==> src/rtl/duc_pkg.sv <==
// duc_pkg: shared types and helpers for the DUC rate sequencer.
// Optional feature macro used by the sequencer: DUC_RATE_CTRL_FLUSH_EN.
package duc_pkg;

  typedef enum logic [1:0] {
    RUN   = 2'd0,
    DRAIN = 2'd1,
    FLUSH = 2'd2,
    PURGE = 2'd3
  } duc_rate_state_e;

  // Wide container for rate codes so helpers are independent of RATE_W.
  typedef logic [7:0] rate_t;

  localparam int unsigned MASK_W = 32;

  // Bit i set when stage i is bypassed, i.e. i >= rate.
  function automatic logic [MASK_W-1:0] bypass_mask(input rate_t rate);
    logic [MASK_W-1:0] m;
    m = '0;
    for (int unsigned i = 0; i < MASK_W; i++) begin
      m[i] = (i >= 32'(rate));
    end
    return m;
  endfunction

endpackage

==> src/rtl/duc_outstanding_cnt.sv <==
// duc_outstanding_cnt: counts output samples still owed by the interpolator
// chain and reports whether another head sample fits under the credit limit.
module duc_outstanding_cnt #(
  parameter int unsigned CNT_W           = 7,
  parameter int unsigned MAX_OUTSTANDING = 64
) (
  input  logic             clk,
  input  logic             arst_n,
  input  logic             head_fire,
  input  logic             tail_fire,
  input  logic [CNT_W-1:0] inc,
  output logic [CNT_W-1:0] cnt,
  output logic             credit_ok
);

  logic [CNT_W:0]   sum_head;
  logic [CNT_W-1:0] cnt_next;

  // Credit check and combined add/subtract update.
  always_comb begin
    sum_head  = {1'b0, cnt} + {1'b0, inc};
    credit_ok = (sum_head <= (CNT_W+1)'(MAX_OUTSTANDING));
    cnt_next  = cnt;
    if (head_fire) cnt_next = cnt_next + inc;
    if (tail_fire) cnt_next = cnt_next - CNT_W'(1);
  end

  // Outstanding-sample register.
  always_ff @(posedge clk or negedge arst_n) begin
    if (!arst_n) cnt <= '0;
    else         cnt <= cnt_next;
  end

  a_no_underflow: assert property (@(posedge clk) disable iff (!arst_n)
    !(tail_fire && cnt == '0));

  a_no_overflow: assert property (@(posedge clk) disable iff (!arst_n)
    32'(cnt) <= MAX_OUTSTANDING);

endmodule

==> src/rtl/duc_rate_ctrl.sv <==
// duc_rate_ctrl: rate sequencer for a cascade of x2 interpolator stages.
// Drains the chain before applying a new rate. Define DUC_RATE_CTRL_FLUSH_EN
// to zero-flush the filter delay lines after every rate change.
module duc_rate_ctrl
  import duc_pkg::*;
#(
  parameter int unsigned DATA_WIDTH      = 16,
  parameter int unsigned N_STAGES        = 3,
  parameter int unsigned RATE_W          = $clog2(N_STAGES+1),
  parameter int unsigned RESET_RATE      = 3,
  parameter int unsigned MAX_OUTSTANDING = 64,
  parameter int unsigned FLUSH_LEN       = 32
) (
  input  logic                  clk,
  input  logic                  arst_n,
  input  logic [RATE_W-1:0]     cfg_rate_in,
  input  logic                  cfg_valid_in,
  output logic                  cfg_ready_out,
  input  logic [DATA_WIDTH-1:0] src_data_in,
  input  logic                  src_valid_in,
  output logic                  src_ready_out,
  output logic [DATA_WIDTH-1:0] chain_data_out,
  output logic                  chain_valid_out,
  input  logic                  chain_ready_in,
  input  logic                  tail_valid_in,
  output logic                  tail_ready_out,
  output logic                  dst_valid_out,
  input  logic                  dst_ready_in,
  output logic [N_STAGES-1:0]   stage_bypass_out,
  output logic [RATE_W-1:0]     rate_out,
  output logic                  busy_out
);

  localparam int unsigned CNT_W = $clog2(MAX_OUTSTANDING+1);
  localparam logic [N_STAGES-1:0] RESET_BYPASS =
    N_STAGES'(bypass_mask(rate_t'(RESET_RATE)));

  duc_rate_state_e     state, state_next;
  logic [RATE_W-1:0]   rate_q, pending_q, rate_clamped;
  logic [N_STAGES-1:0] bypass_q;
  logic [CNT_W-1:0]    cnt, inc;
  logic                credit_ok, head_fire, tail_fire, load_rate;

  assign head_fire    = chain_valid_out & chain_ready_in;
  assign tail_fire    = tail_valid_in & tail_ready_out;
  assign inc          = CNT_W'(1) << rate_q;
  assign rate_clamped = (32'(cfg_rate_in) > N_STAGES) ? RATE_W'(N_STAGES) : cfg_rate_in;
  assign rate_out         = rate_q;
  assign stage_bypass_out = bypass_q;
  assign busy_out         = (state != RUN);

  duc_outstanding_cnt #(
    .CNT_W           (CNT_W),
    .MAX_OUTSTANDING (MAX_OUTSTANDING)
  ) u_cnt (
    .clk       (clk),
    .arst_n    (arst_n),
    .head_fire (head_fire),
    .tail_fire (tail_fire),
    .inc       (inc),
    .cnt       (cnt),
    .credit_ok (credit_ok)
  );

`ifdef DUC_RATE_CTRL_FLUSH_EN
  localparam int unsigned FL_W = $clog2(FLUSH_LEN+1);
  logic [FL_W-1:0] flush_cnt;
  logic            flush_last;

  assign flush_last = (flush_cnt == FL_W'(FLUSH_LEN-1));

  // Counts zero-sample injections; restarted at every rate load.
  always_ff @(posedge clk or negedge arst_n) begin
    if (!arst_n)                          flush_cnt <= '0;
    else if (load_rate)                   flush_cnt <= '0;
    else if (state == FLUSH && head_fire) flush_cnt <= flush_cnt + FL_W'(1);
  end
`endif

  // FSM state register.
  always_ff @(posedge clk or negedge arst_n) begin
    if (!arst_n) state <= RUN;
    else         state <= state_next;
  end

  // Next-state and handshake gating per state.
  always_comb begin
    state_next      = state;
    chain_data_out  = src_data_in;
    chain_valid_out = 1'b0;
    src_ready_out   = 1'b0;
    dst_valid_out   = tail_valid_in;
    tail_ready_out  = dst_ready_in;
    cfg_ready_out   = 1'b0;
    load_rate       = 1'b0;
    case (state)
      RUN: begin
        chain_valid_out = src_valid_in & credit_ok;
        src_ready_out   = chain_ready_in & credit_ok;
        cfg_ready_out   = 1'b1;
        if (cfg_valid_in) state_next = DRAIN;
      end
      DRAIN: begin
        if (cnt == '0) begin
          load_rate = 1'b1;
`ifdef DUC_RATE_CTRL_FLUSH_EN
          state_next = FLUSH;
`else
          state_next = RUN;
`endif
        end
      end
`ifdef DUC_RATE_CTRL_FLUSH_EN
      FLUSH: begin
        // Injections still honour the credit limit so cnt cannot overflow
        // at high rates; the discarded tail frees credit each cycle.
        chain_data_out  = '0;
        chain_valid_out = credit_ok;
        dst_valid_out   = 1'b0;
        tail_ready_out  = 1'b1;
        if (credit_ok && chain_ready_in && flush_last) state_next = PURGE;
      end
      PURGE: begin
        dst_valid_out  = 1'b0;
        tail_ready_out = 1'b1;
        if (cnt == '0) state_next = RUN;
      end
`endif
      default: state_next = RUN;
    endcase
  end

  // Pending / applied rate and registered bypass bits.
  always_ff @(posedge clk or negedge arst_n) begin
    if (!arst_n) begin
      rate_q    <= RATE_W'(RESET_RATE);
      pending_q <= RATE_W'(RESET_RATE);
      bypass_q  <= RESET_BYPASS;
    end else begin
      if (state == RUN && cfg_valid_in) pending_q <= rate_clamped;
      if (load_rate) begin
        rate_q   <= pending_q;
        bypass_q <= N_STAGES'(bypass_mask(rate_t'(pending_q)));
      end
    end
  end

endmodule

==> config.mk <==
export PLATFORM = sky130hd
export DESIGN_NAME = duc_rate_ctrl
export DESIGN_NICKNAME = d
export VERILOG_FILES = /design/src/rtl/duc_pkg.sv /design/src/rtl/duc_outstanding_cnt.sv /design/src/rtl/duc_rate_ctrl.sv
export SDC_FILE = /design/constraint.sdc
export NUM_CORES = 1
export LEC_CHECK = 0
export ABC_AREA = 1
export BUFFER_PORTS_ARGS = -buffer_cell sky130_fd_sc_hd__buf_4
export CAP_MARGIN = 10
export CORE_ASPECT_RATIO = 1.2
export CORE_MARGIN = 5
export CORE_UTILIZATION = 39
export CTS_BUF_LIST = sky130_fd_sc_hd__clkbuf_16
export DETAILED_ROUTE_END_ITERATION = 12
export GPL_ROUTABILITY_DRIVEN = 0
export GPL_TIMING_DRIVEN = 0
export PLACE_DENSITY = 0.66
export SLEW_MARGIN = 20
export SYNTH_ARGS = -nofsm -noshare
export SYNTH_HDL_FRONTEND = slang
export SYNTH_SLANG_ARGS = --single-unit
export TNS_END_PERCENT = 10
==> constraint.sdc <==
create_clock -name clk -period 5.4 [get_ports clk]
set_clock_uncertainty 0.2 [all_clocks]
set_input_delay 0.27 -clock clk [delete_from_list [all_inputs] [get_ports clk]]
set_output_delay 0.27 -clock clk [all_outputs]
set_load 0.02 [all_outputs]
==> Yosys cells after proc, flatten, opt, wreduce, memory -nomap -nowiden <==
Cells that the tools add are included.
{ "op_classes": {"add_sub_neg": 3, "magnitude_cmp": 4, "eq_ne": 3, "n_shift": 1, "muxes": 10, "bitwise_logic": 4, "n_reduce_logical": 5} }
{ "op_table": {"columns": ["cell", "count"], "rows": [
  ["2-to-1 mux 7 bit", 2],
  ["adder 7 x 7 -> 8 bit", 1],
  ["less-or-equal comparator 8 x 7 -> 1 bit (second input constant)", 1],
  ["adder 7 bit", 1],
  ["zero test 7 bit", 1],
  ["<< shifter 1 x 2 -> 7 bit (first input constant)", 1],
  ["subtractor 7 x 1 -> 7 bit (second input constant)", 1],
  ["2-to-1 mux 1 bit", 5],
  ["AND 1 bit", 4],
  [">= comparator 1 x 2 -> 1 bit (first input constant)", 2],
  ["2-to-1 mux 2 bit", 2],
  ["!= test 2 bit (second input constant)", 2],
  ["case mux 2 bit (2 select lines)", 1],
  ["== test 2 x 1 -> 1 bit (second input constant)", 1],
  [">= comparator 2 bit (first input constant)", 1],
  ["zero test 2 bit", 1],
  ["AND reduction 2 bit", 1],
  ["nonzero test 2 bit", 1],
  ["logical AND 1 bit", 1]
]} }
{ "word_totals": {"ff_bits": 16, "input_bits": 25, "out_inout_bits": 27, "elab_cells": 35} }

==> Depth between registers and ports, before layout <==
{ "logic_depth": {"depth_word": 9, "depth_mapped": 22} }

==> Hierarchy <==
Synthesis repeated with hierarchy kept, for this count alone.
{ "hier_totals": {"hier_cells": 204, "area_unflattened_um2": 1413.9} }
{ "modules_own_cells": {"columns": ["module", "instances", "cells_each", "area_each_um2", "seq_area_each_um2"], "rows": [
  ["duc_outstanding_cnt", 1, 121, 824.5, 175.2],
  ["duc_rate_ctrl", 1, 83, 589.3, 205.2]
]} }

==> Least setup slack after synthesis <==
No wires, ideal clock.
{ "synth_timing": {"path_type": "register to register", "from": "register rate_q[0] (netlist: rate_out[0])", "to": "register u_cnt.cnt[6]", "setup_ps": 116, "arrival_time_ps": 2815, "required_time_ps": 5084, "path_slack_ps": 2269, "path_stages_with_launch": 21, "n_path_buf": 1, "cell_sequence": "dfstp_2 > inv_1 > nor2_1 > inv_1 > fa_1 > nand2_1 > nor2_1 > nand3_1 > nor2_2 > nand2_2 > nand2_2 > nand4_4 > buf_6 > nand2_2 > o21a_1 > ha_1 > nand2_1 > a21oi_2 > nand3_1 > nand2_1 > nand2_1"} }
{ "synth_via": {"elab_chain_len": 9, "elab_cells_between_ends": 10, "classes_between": "add/sub (3); order compare (1); shift (1); mux (3); bitwise (2)"} }
{ "synth_lines": {"columns": ["item", "line_no", "rtl"], "rows": [
  ["from (decl)", "duc_rate_ctrl.sv:39", "logic [RATE_W-1:0] rate_q, pending_q, rate_clamped;"],
  ["from (signal assigned)", "duc_rate_ctrl.sv:136", "rate_q <= RATE_W'(RESET_RATE);"],
  ["from (signal assigned)", "duc_rate_ctrl.sv:142", "rate_q <= pending_q;"],
  ["<< shifter 1 x 2 -> 7 bit (*)", "duc_rate_ctrl.sv:46", "assign inc = CNT_W'(1) << rate_q;"],
  ["adder 7 x 7 -> 8 bit", "duc_outstanding_cnt.sv:21", "sum_head = {1'b0, cnt} + {1'b0, inc};"],
  ["less-or-equal comparator 8 x 7 -> 1 bit", "duc_outstanding_cnt.sv:22", "credit_ok = (sum_head <= (CNT_W+1)'(MAX_OUTSTANDING));"],
  ["AND 1 bit", "duc_rate_ctrl.sv:98", "chain_valid_out = src_valid_in & credit_ok;"],
  ["2-to-1 mux 1 bit", "duc_rate_ctrl.sv:96", "case (state)"],
  ["AND 1 bit", "duc_rate_ctrl.sv:44", "assign head_fire = chain_valid_out & chain_ready_in;"],
  ["2-to-1 mux 7 bit (*)", "duc_outstanding_cnt.sv:24", "if (head_fire) cnt_next = cnt_next + inc;"],
  ["subtractor 7 x 1 -> 7 bit", "duc_outstanding_cnt.sv:25", "if (tail_fire) cnt_next = cnt_next - CNT_W'(1);"],
  ["2-to-1 mux 7 bit (*)", "duc_outstanding_cnt.sv:25", null],
  ["named net u_cnt.cnt_next[6]", "duc_outstanding_cnt.sv:17", "logic [CNT_W-1:0] cnt_next;"],
  ["to (signal assigned)", "duc_outstanding_cnt.sv:31", "else cnt <= cnt_next;"],
  ["to (decl)", "duc_outstanding_cnt.sv:12", "output logic [CNT_W-1:0] cnt,"]
]} }
Mark *: on every way through the listed nets, which the timed path passes. The rest lies on a longest branch.
A chain may end at the register's enable or synchronous reset.

==> Worst setup path after layout <==
Ends and elaborated chain as after synthesis.

==> flow_summary.json <==
{
  "outcome": "finished clean",
  "yosysWarnings": 0,
  "cap_violations": 0,
  "die_area_sq_um": 4650,
  "critPathBufInv": 4,
  "ys_types": 29,
  "start_kind": "flip-flop",
  "grt_pass1_wl_mm": 4.84,
  "io-pin-count": 52,
  "die_h_um": 73.7,
  "hpwl_mm": 2.35,
  "end_kind": "flip-flop",
  "vias": 1171,
  "dr.pass1.iters": 4,
  "cpMostUsedCell": "nand2_1",
  "worstPathRequired_ps": 5340,
  "cts_tree": "done",
  "synth_common_cells": "nand2_1 (50), inv_1 (26), buf_4 (18)",
  "fmax_mhz": 299,
  "yosysMostFrequentCell": "nand2_1",
  "coreArea_sq_um": 3310,
  "insertion_delay_ps": 250,
  "hold_violations": 0,
  "powerDensity_nw_per_um2": 522,
  "grt_max_degree": 16,
  "power_leakage_nw": 0.934,
  "synth_area_per_cell_sq_um": 7.16,
  "nets": 256,
  "drt-total-wl_mm": 2.81,
  "cts_buffers": 3,
  "gr-total-overflow": 0,
  "route.detailed.drc": 0,
  "rows": 23,
  "multi_input_area_sq_um": 678,
  "die_w_um": 63.1,
  "syn2layout_area_growth_pct": 30.5,
  "synthFlopType": "dfrtp_1",
  "post-cts-setup-buffer-count": 0,
  "crit_chain": "inv_1, nor2_1, inv_1, fa_1, inv_1, nand3_1, nand2_1, nand2_1, xor2_2, nand2_2, nand4_4, buf_6, nand2_2, o21a_1, ha_1, nand2_1, a21oi_2, nand3_1, nand2_1, nand2_1",
  "drt_iter0_drc": 10,
  "ant_nets": 0,
  "fillers": 349,
  "synth_top_cell_area_share": 0.209,
  "setup_tns_ps": 0,
  "crit_family": "simple AND/OR/NAND/NOR gates",
  "cts.sinks": 15,
  "cts-root-buf": "clkbuf_16",
  "cp.arrival_ps": 3280,
  "ys_seq_elements": 15,
  "critPathKind": "flip-flop to flip-flop",
  "synth_area_leader_cell": "dfrtp_1",
  "grt_util_all_layers": 0.130,
  "fin_total_pwr_mw": 0.897,
  "setup_slack_ps": 2060,
  "maxSlewHeadroom": 0.798,
  "worst_pin_slew_ps": 302,
  "rsz0062_at_grt": "false",
  "ff_latch_area_sq_um": 380,
  "clkTransAtPathRegs_ps": 50,
  "via_per_inst": 4.49,
  "pre_cts_slack_ps": 2030,
  "synth_edf_count": 0,
  "layout-drive-gt1-share": 0.388,
  "cts_max_level": 1,
  "slew_violations": 0,
  "cp_max_fo": 10,
  "syn_area_sq_um": 1320,
  "synthesis.nets": 215,
  "synthTopCellsByArea": "dfrtp_1 (21%), nand2_1 (14%), buf_4 (10%), dfstp_2 (8.0%), inv_1 (7.4%)",
  "seq_area_frac_synth": 0.289,
  "grt_pass1_vias": 1151,
  "wl_per_cell_um": 10.8,
  "start_util": 0.398,
  "grt_antenna_before_repair": 0,
  "antenna_cells": 0,
  "fin_crit_sh": 0.619,
  "hold_path.class": "input pin to flip-flop",
  "ys_async_sr_fraction": 1.00,
  "io_buffers": 35,
  "slowest_stage": "dfstp_2",
  "cts_buffer_depth": 2,
  "fin_crit_ps": 3340,
  "final_core_util": 0.519,
  "syn_inst": 184,
  "cpPeakStageDelay_ps": 560,
  "setup_viol": 0,
  "ir_worst_vdd_v": 0.000281
}
[layout make-up]
type	instances	share of cell area
multi-input cells	120	0.394
flip-flops and latches	15	0.221
repair buffers	36	0.159
plain buffers	19	0.0852
inverters	30	0.0655
clock buffers	3	0.0437
well taps	37	0.0269
clock inverters	1	0.00437
[final timing paths]
| kind | startpoint | end | slack, ps | depth (start not counted) |
|---|---|---|---|---|
| min reg2reg | stage_bypass_out[1] | stage_bypass_out[1] | 330 | 2 |
| min in group asynchronous | arst_n | stage_bypass_out[2] | 230 | 2 |
| min | cfg_rate_in[1] | pending_q[1] | 50 | 2 |
| max in group asynchronous | arst_n | rate_out[0] | 4530 | 2 |
| max reg2reg | rate_out[0] | u_cnt.cnt[6] | 2060 | 20 |
| max | rate_out[0] | u_cnt.cnt[6] | 2060 | 20 |
[through the flow]
step	instances	area [sq um]	hold slack, ps
after floorplan	184	1320	-226
after global placement	256	1630	-67.9
after detailed placement	256	1630	-66.6
after CTS	261	1720	49.7
after global routing	261	1720	55.2
final	261	1720	50.1
[placed cells by master (no fill, tap or decap), types with 2 or more instances in the layout]
| master | synthesis | final |
|---|---|---|
| nand2_1 | 50 | 50 |
| dfstp_2 | 4 | 4 |
| a21oi_2 | 3 | 3 |
| mux2_2 | 2 | 2 |
| a21oi_1 | 2 | 2 |
| nand2_2 | 6 | 6 |
| xor2_1 | 2 | 2 |
| clkinv_1 | 2 | 2 |
| inv_2 | 2 | 2 |
| nand4_1 | 2 | 2 |
| nand3_2 | 2 | 2 |
| nor2_2 | 4 | 4 |
| nor2_1 | 13 | 13 |
| o21ai_2 | 4 | 4 |
| dfrtp_1 | 11 | 11 |
| buf_4 | 18 | 53 |
| nand3_1 | 12 | 12 |
| nor3_1 | 2 | 2 |
| ha_1 | 5 | 5 |
| o21ai_0 | 4 | 4 |
| inv_1 | 26 | 26 |
| clkbuf_16 | 0 | 3 |
[report_power, final]
group          internal (mW)  total, mW  switching, mW
logic                  0.206      0.519          0.313
clock network         0.0998      0.148         0.0482
registers              0.176      0.230         0.0538
[routing by layer]
layer  wire length (um)  share of wire  global-route usage
met4                 68          0.024              0.0708
met1               1200           0.43               0.156
met3                150          0.053              0.0245
met2               1390           0.49               0.219
met5                  0              0                   0
[flip-flops by register name, summed over array words and instances (netlist names)]
name              flops
state                 1
pending_q             2
rate_out              2
u_cnt.cnt             7
stage_bypass_out      3
[cells by family (layout without fill, tap and decap cells)]
logic type	after synthesis	in the layout	share of synthesized area
compound gates	15	15	0.0788
xor+xnor	3	3	0.0256
flops	15	15	0.289
simple gates	94	94	0.330
mux	2	2	0.0171
buf+inv	49	89	0.197
fa+ha+maj	6	6	0.0627
[what timing repair did]
action,CTS,global route
hold buffers,1,0
hold endpoints to repair,15,0
resized for setup,0,0
No activity file was read; power rests on OpenSTA's default activity.
